==> config.mk <==
export PLATFORM = sky130hd
export DESIGN_NAME = mult_8_8_pow_seq
export DESIGN_NICKNAME = d
export VERILOG_FILES = /design/src/rtl/mult_8_8_pow_seq_pkg.sv /design/src/rtl/mult_8_8.sv /design/src/rtl/mult_8_8_pow_seq.sv
export SDC_FILE = /design/constraint.sdc
export NUM_CORES = 1
export LEC_CHECK = 0
export CORE_MARGIN = 2
export CORE_UTILIZATION = 47
export CTS_CLUSTER_DIAMETER = 150
export DETAILED_ROUTE_END_ITERATION = 8
export PLACE_DENSITY = 0.75
export SYNTH_ARGS = -nofsm -noshare
export SYNTH_HDL_FRONTEND = slang
export SYNTH_HIERARCHICAL = 1
export SYNTH_SLANG_ARGS = --single-unit
==> constraint.sdc <==
create_clock -name clk -period 7.5 [get_ports clk]
set_input_delay 1.5 -clock clk [delete_from_list [all_inputs] [get_ports clk]]
set_output_delay 1.5 -clock clk [all_outputs]
set_load 0.01 [all_outputs]
==> src/rtl/mult_8_8_pow_seq_pkg.sv <==
// ============================================================================
// Module : mult_8_8_pow_seq_pkg
// Brief  : State encoding shared by the power sequencer.
// Rev    : 1.0
// ============================================================================
`default_nettype none

package mult_8_8_pow_seq_pkg;

    localparam int STATE_W = 2;

    typedef enum logic [STATE_W-1:0] {
        S_IDLE = 2'd0,
        S_RUN  = 2'd1,
        S_DONE = 2'd2
    } state_t;

endpackage

`default_nettype wire

==> src/rtl/mult_8_8.sv <==
// ============================================================================
// Module : mult_8_8
// Brief  : Combinational 8x8 multiplier, product truncated to the low 8 bits.
// Rev    : 1.0
// ============================================================================
`default_nettype none

module mult_8_8 (
    input  logic [7:0] a,
    input  logic [7:0] b,
    output logic [7:0] out
);

    logic [15:0] w_full;

    assign w_full = a * b;
    assign out    = w_full[7:0];

endmodule

`default_nettype wire

==> src/rtl/mult_8_8_pow_seq.sv <==
// ============================================================================
// Module : mult_8_8_pow_seq
// Brief  : Computes a * b^n mod 2^WIDTH, one shared multiply per cycle.
// Rev    : 1.0
// ============================================================================
`default_nettype none

module mult_8_8_pow_seq
    import mult_8_8_pow_seq_pkg::*;
#(
    parameter int WIDTH     = 8,
    parameter int EXP_WIDTH = 4
) (
    input  logic                 clk,
    input  logic                 rst,
    input  logic                 in_valid,
    output logic                 in_ready,
    input  logic [WIDTH-1:0]     a,
    input  logic [WIDTH-1:0]     b,
    input  logic [EXP_WIDTH-1:0] n,
    output logic                 out_valid,
    input  logic                 out_ready,
    output logic [WIDTH-1:0]     out
);

    state_t               r_state;
    state_t               w_next_state;
    logic [WIDTH-1:0]     r_acc;
    logic [WIDTH-1:0]     r_base;
    logic [EXP_WIDTH-1:0] r_cnt;
    logic [WIDTH-1:0]     w_prod;
    logic                 w_accept;
    logic                 w_last;

    mult_8_8 u_mult (
        .a   (r_acc),
        .b   (r_base),
        .out (w_prod)
    );

    // in_ready is masked by rst so no job is accepted in a reset cycle
    assign in_ready  = (r_state == S_IDLE) && !rst;
    assign out_valid = (r_state == S_DONE);
    assign out       = r_acc;
    assign w_accept  = in_valid && in_ready;
    assign w_last    = (r_cnt == EXP_WIDTH'(1));

    always_comb begin
        w_next_state = r_state;
        case (r_state)
            S_IDLE: begin
                if (w_accept) begin
                    w_next_state = (n != '0) ? S_RUN : S_DONE;
                end
            end
            S_RUN: begin
                if (w_last) begin
                    w_next_state = S_DONE;
                end
            end
            S_DONE: begin
                if (out_ready) begin
                    w_next_state = S_IDLE;
                end
            end
            default: w_next_state = S_IDLE;
        endcase
    end

    always_ff @(posedge clk) begin
        if (rst) begin
            r_state <= S_IDLE;
            r_acc   <= '0;
            r_base  <= '0;
            r_cnt   <= '0;
        end else begin
            r_state <= w_next_state;
            case (r_state)
                S_IDLE: begin
                    if (w_accept) begin
                        r_acc  <= a;
                        r_base <= b;
                        r_cnt  <= n;
                    end
                end
                S_RUN: begin
                    r_acc <= w_prod;
                    r_cnt <= r_cnt - EXP_WIDTH'(1);
                end
                default: begin
                end
            endcase
        end
    end

endmodule

`default_nettype wire

==> results by group, run 1 <==
STA
  – Clk_skew: about 4 ps
  – Final min period: roughly 4600 ps
  – Worst-Margin Slew: between 700 and 800 ps
  – Slew headroom: 0.476
  – Period utilisation layout: 0.614
  – Final Hold Viols: 0
  – TNS Setup: 0 ps
  – Fin. max-slew vios: 0
  – Peak Freq: between 0.2 and 0.25 GHz
  – RSZ-0062 raised after global routing: no
  – Setup violations, final: 0

Synthesis
  – Syn_nets: roughly 270
  – Register area share after synthesis: 0.226
  – Synth Area in Simple Gates: 0.278
  – Post-Synth Adder-Cell Area: 0.238
  – Synth warn: 6
  – Synth cell types: 38
  – XOR/XNOR share of the synthesized area: 0.0808
  – Post-synthesis mux area share: 0
  – Yosys reg bits: 22
  – Largest family of logic cells by synthesized area: simple AND/OR/NAND/NOR gates
  – Gate count of the mapped netlist: between 200 and 250
  – Area fraction in compound gates after synthesis: 0.0981
  – Mapped Avg Cell Area: 8.87 um2
  – Cell Area, Synth: 0.00195 mm2

Setup path
  – Reg2reg path depth: 14
  – Critical Path End: in_ready
  – Worst Path Class, Setup: in -> out
  – Reg-to-reg endpoint: out[7]$_SDFFE_PP0P_
  – Worst Setup Start Kind: primary input
  – Worst Path Arrival: 3100 ps
  – Reg-to-reg slack, setup: 3380 ps
  – Crit end category: output pin
  – Critical path origin: rst
  – Worst EP required: approximately 6000 ps
  – Worst-path fanout max: 25
  – Startpoint of the worst-slack reg-to-reg timing path: out[0]$_SDFFE_PP0P_

Clocking
  – Post-CTS Setup Bufs: 0
  – Clk sinks: 22
  – CTS Root Cell: clkbuf_8
  – Inserted Clock Buffers: 3
  – Clock latency reported for the late side of the worst-skew pair: ~260 ps
  – CTS tree: yes
  – Resize count post-CTS: 0
  – Reg clk slew, reported paths: 80 ps
  – CTS max path bufs: 2
  – Cts hold-fix bufs: 0
  – H-tree depth: 1

Power
  – Pint: 231 uW
  – P_leak: 1.05 nW
  – Clock power share: 0.249
  – Pwr/cell area: 145 mW/mm2
  – Sw Pwr: ~110 uW
  – Worst VDD drop: roughly 120 uV
  – Total power: between 300 and 400 uW
  – Reg power frac: 0.456
  – Switch share: 0.316
  – Comb pwr share: 0.295

Run
  – # Max-Cap Violations: 0

Detailed routing
  – Final wirelength: approximately 4300 um
  – Post-route ant nets: 0
  – Avg Vias per Cell: 5.27
  – Iter 0 DRT Violations: 47
  – # DRC: 0
  – Routed wire length per instance: around 14 um
  – Initial DRT Pass Iterations: 4
  – Via count: 1569

Finish
  – Diode count: 0
  – Nets: between 300 and 400
  – Most frequent cells in the layout: nand2_1, clkdlybuf4s50_1, inv_1, dfxtp_1, ha_1
  – Syn-to-layout area delta: 19.9%
  – Final core occ: 0.585
  – Non-Filler Instances: approximately 300
  – Share of layout cells above drive strength 1: 0.0968

Placement
  – GPL Wtd Cong: 0.806
  – IO Port Bufs: 33
  – Detailed Place HPWL: ~3200 um
  – Placed Cells: between 200 and 300

Die
  – Die Outline Area: ~0.0047 mm2
  – Site Rows: 23
  – Initial cell density of the core: 0.488
  – Die X: just under 70 um
  – # IOs: 34
  – Die height: just under 70 um
  – Core box area: 0.00400 mm2

GRT
  – Vias in the first global route: around 1700
  – Pin count of the biggest net entering global routing: 26
  – First-pass GRT wire length: 7280 um
  – Grt total ovfl: 0
  – Number of antenna violations at the first check in global routing: 0
  – All-Layer GR Usage: 0.208

Status
  – Status: completed

Min path
  – Hold Crit Depth: 2
  – HP Class: reg -> reg
-- power by group through the flow --
stage,Combinational (mW),Sequential (mW),Clock (mW)
4_1_cts,0.101,0.154,0.0852
3_5_place_dp,0.101,0.157,0
5_1_grt,0.111,0.157,0.0926
3_3_place_gp,0.0987,0.157,0
2_1_floorplan,0.0722,0.148,0
6_report,0.100,0.154,0.0842
-- synth_stat cells (all sizes together) --
master    n  area [um2]
a211o     1        8.76
a21o      2        15.0
a21oi    12        60.1
a22oi     8        60.1
a2bb2oi   3        26.3
a31oi     1        6.26
a32oi     1        8.76
and2     18         119
and3b     1        8.76
buf       7        56.3
clkbuf    3        11.3
dfxtp    22         440
fa       12         240
ha       18         225
inv      23        86.3
nand2    34         130
nand2b    1        6.26
nand3    11        70.1
nand3b   10        97.6
nor2      4        15.0
nor2b     3        18.8
nor3      3        15.0
nor3b     2        15.0
nor4      2        12.5
nor4b     1        15.0
o22ai     1        6.26
or2       1        6.26
or4b      1        13.8
xnor2    10        95.1
xnor3     2        45.0
xor2      2        17.5
-- layout make-up --
class | instances | area [um2]
fill | 378 | 1660
multi-input combinational | 165 | 1360
sequential | 22 | 440
timing repair buffer | 34 | 338
inverter | 23 | 86.3
tap | 50 | 62.6
clock buffer | 4 | 55.1
-- metrics by stage --
stage | hold WS, ps | area [um2] | setup WS, ps
global route | 513 | 2340 | 2770
floorplan | 454 | 1950 | 3720
finish | 485 | 2340 | 2900
global placement | 471 | 2280 | 2900
detailed placement | 480 | 2280 | 2890
CTS | 491 | 2340 | 2880
-- flip-flops by register name, indices dropped and copies added, names as in the netlist --
name / cells
out: 8
r_base: 8
r_state: 2
r_cnt: 4
-- worst min-delay path by stage --
stage	to	slack, ps	startpoint
2_1_floorplan	r_base[7]$_SDFFE_PP0P_	450	r_base[7]$_SDFFE_PP0P_
3_3_place_gp	r_base[7]$_SDFFE_PP0P_	470	r_base[7]$_SDFFE_PP0P_
3_5_place_dp	r_cnt[1]$_SDFFE_PP0P_	480	r_cnt[1]$_SDFFE_PP0P_
4_1_cts	r_cnt[1]$_SDFFE_PP0P_	490	r_cnt[1]$_SDFFE_PP0P_
5_1_grt	r_cnt[1]$_SDFFE_PP0P_	510	r_cnt[1]$_SDFFE_PP0P_
6_report	r_cnt[1]$_SDFFE_PP0P_	490	r_cnt[1]$_SDFFE_PP0P_
-- critical path, stage by stage --
cell	delay, ps
clkdlybuf4s50_1	810
nor2_1	240
clkdlybuf4s50_1	550
-- kinds of logic (layout without fill, tap and decap cells) --
group	Yosys count	in the layout
buffers and inverters	33	61
AO/OA/AOI/OAI	29	29
AND/OR/NAND/NOR	92	92
adder cells (fa/ha/maj)	30	30
flip-flops	22	22
XOR/XNOR	14	14
-- metal layers --
| metal | up-vias | global-route usage | routed length [um] |
|---|---|---|---|
| met3 | 7 | 0.0148 | 113 |
| met5 | - | 0 | 0 |
| met4 | 0 | 0.0700 | 70 |
| li1 | 789 | - | - |
| met1 | 743 | 0.265 | 1910 |
| met2 | 30 | 0.369 | 2180 |
No activity file was read; power rests on OpenSTA's default activity.
==> run 2, diff against run 1 <==
Settings changed: PLACE_DENSITY 0.75 to 0.78.
Clock period 7.5 ns to 3.9 ns, I/O delays scaled along.
==> run 2 against run 1 <==
  * Via count is 3.7% higher
  * Routed wire length increased by 7.5%
  * Final cell count rose by 3.4%
  * Hold slack better by 5.0 ps
  * Worst setup slack got worse by 2700 ps
  * Largest power group unchanged
  * Cell area rose by 5.1%
  * Power grew 91%
  * First-iteration DRC count grew 30%
  * Non-clock buffer count up 11
==> results by group, run 2 (same netlist as run 1, synthesis figures left out) <==
Finish
  – Final core occ: 0.615
  – Finished Cell Area: 0.00246 mm2
  – Syn-to-layout area delta: 26.0%
  – Nets: about 310
  – Share of layout cells above drive strength 1: 0.182
  – Most frequent cells in the layout: nand2_1, clkdlybuf4s50_1, inv_1, ha_1, dfxtp_1
  – Diode count: 0
  – Fill cell count: roughly 350

Setup path
  – CP max stage delay: 510 ps
  – CP max-delay cell: fa_1
  – Worst-path fanout max: 5
  – Worst EP required: slightly above 4000 ps
  – Reg-to-reg endpoint: out[7]$_SDFFE_PP0P_
  – Critical path origin: out[3]$_SDFFE_PP0P_
  – Worst Setup Start Kind: register
  – Crit end category: register
  – Cell count along the critical path: 13
  – Critical Path End: out[7]$_SDFFE_PP0P_
  – CP cell instances: and2_1, fa_2, inv_2, fa_1, fa_1, fa_1, inv_1, ha_4, a21oi_2, xnor3_1, xnor3_1, nor2_1, nor4_1
  – Worst path bufs/invs: 2
  – Startpoint of the worst-slack reg-to-reg timing path: out[3]$_SDFFE_PP0P_
  – Top delay family on crit path: adder cells
  – Worst Path Class, Setup: reg -> reg
  – CP most frequent cell: fa_1
  – Worst Path Arrival: roughly 3900 ps
  – Reg-to-reg slack, setup: 170 ps
  – Reg2reg path depth: 13

STA
  – Slew headroom: 0.515
  – Min Hold Slack: roughly 490 ps
  – Final Hold Viols: 0
  – TNS Setup: 0 ps
  – Period utilisation layout: 0.957
  – Worst-Margin Slew: 726 ps
  – Fin. max-slew vios: 0
  – RSZ-0062 raised after global routing: no
  – Final min period: 3730 ps
  – Clk_skew: ~2.6 ps
  – Peak Freq: 0.268 GHz
  – Setup WS post-layout: 169 ps
  – Setup violations, final: 0

GRT
  – Number of antenna violations at the first check in global routing: 0
  – All-Layer GR Usage: 0.212
  – Pin count of the biggest net entering global routing: 21
  – First-pass GRT wire length: about 7400 um
  – Grt total ovfl: 0
  – Vias in the first global route: ~1600

Min path
  – Hold path start: r_base[7]$_SDFFE_PP0P_
  – HP Class: reg -> reg

Clocking
  – H-tree depth: 1
  – Post-CTS Setup Bufs: 0
  – CTS max path bufs: 2
  – Reg clk slew, reported paths: 80 ps
  – Cts hold-fix bufs: 0
  – Clock latency reported for the late side of the worst-skew pair: between 200 and 300 ps
  – Inserted Clock Buffers: 3
  – CTS tree: yes
  – CTS Root Cell: clkbuf_8
  – Clk sinks: 22

Detailed routing
  – Final wirelength: 4600 um
  – Iter 0 DRT Violations: 61
  – Avg Vias per Cell: 5.28
  – Via count: roughly 1600
  – Initial DRT Pass Iterations: 4
  – Post-route ant nets: 0
  – Routed wire length per instance: approximately 15 um
  – # DRC: 0

Placement
  – Placed instance area: ~0.0024 mm2
  – IO Port Bufs: 33
  – Post-place setup slack: -35.6 ps
  – Detailed Place HPWL: around 3600 um
  – GPL Wtd Cong: ~0.84

Power
  – Worst VDD drop: 216 uV
  – P_leak: 1.09 nW
  – Pwr/cell area: between 200 and 300 mW/mm2

Die
  – Die X: approximately 68 um
  – Die Outline Area: roughly 0.0047 mm2
  – Site Rows: 23
  – Core box area: approximately 0.004 mm2
  – Die height: about 68 um
  – # IOs: 34
  – Initial cell density of the core: 0.488

Status
  – Status: completed

Run
  – # Max-Cap Violations: 0
## run 2: changes by cell type in the layout (fill, tap and decap cells not counted)
cell / before / now
a21oi_1: 12 / 11
a21oi_2: 0 / 1
buf_4: 1 / 12
clkbuf_8: 4 / 3
dfxtp_1: 22 / 15
dfxtp_2: 0 / 4
dfxtp_4: 0 / 3
fa_1: 12 / 10
fa_2: 0 / 2
ha_1: 18 / 16
ha_4: 0 / 2
inv_1: 23 / 22
inv_2: 0 / 1
## run 2: layout make-up
| class | count | area [um2] | share of cell area |
|---|---|---|---|
| clock buffers | 3 | 41.3 | 0.0168 |
| inverters | 23 | 86.3 | 0.0351 |
| multi-input cells | 165 | 1390 | 0.566 |
| flip-flops and latches | 22 | 457 | 0.186 |
| well taps | 50 | 62.6 | 0.0254 |
| repair buffers | 45 | 420 | 0.171 |
## run 2: worst reg2reg max path: stages, from the launching register on
cell and delay, ps:
dfxtp_4 360, and2_1 180, fa_2 400, inv_2 60, fa_1 430, fa_1 510, fa_1 500, inv_1 70
ha_4 250, a21oi_2 140, xnor3_1 240, xnor3_1 210, nor2_1 50, nor4_1 260
## run 2: how the worst min path moves through the flow
stage,cells after the start,slack (ps),endpoint
2_1_floorplan,2,450,r_base[7]$_SDFFE_PP0P_
3_3_place_gp,2,470,r_base[7]$_SDFFE_PP0P_
3_5_place_dp,2,480,r_base[7]$_SDFFE_PP0P_
4_1_cts,2,490,r_base[7]$_SDFFE_PP0P_
5_1_grt,2,520,r_base[7]$_SDFFE_PP0P_
6_report,2,490,r_base[7]$_SDFFE_PP0P_
## run 2: routing by layer
metal	wire [um]	track usage
met5	0	0
met4	47	0.0600
met3	172	0.0230
met2	2350	0.363
met1	2030	0.280
## run 2: repair_timing
action | 4_1_cts | 5_1_grt
gates cloned | 0 | 0
gates resized for setup | 3 | 13
setup endpoints to repair | 1 | 1
pin swaps | 0 | 7
## run 2: metrics by stage
stage | total power, mW | instances
floorplan | 0.423 | 220
global placement | 0.505 | 305
detailed placement | 0.509 | 305
CTS | 0.648 | 308
global route | 0.684 | 308
finish | 0.648 | 308
## run 2: power breakdown
group	switching (mW)	total [mW]	internal (mW)
combinational	0.103	0.219	0.115
clock	0.0702	0.139	0.0688
sequential	0.0381	0.290	0.252
total	0.212	0.648	0.436
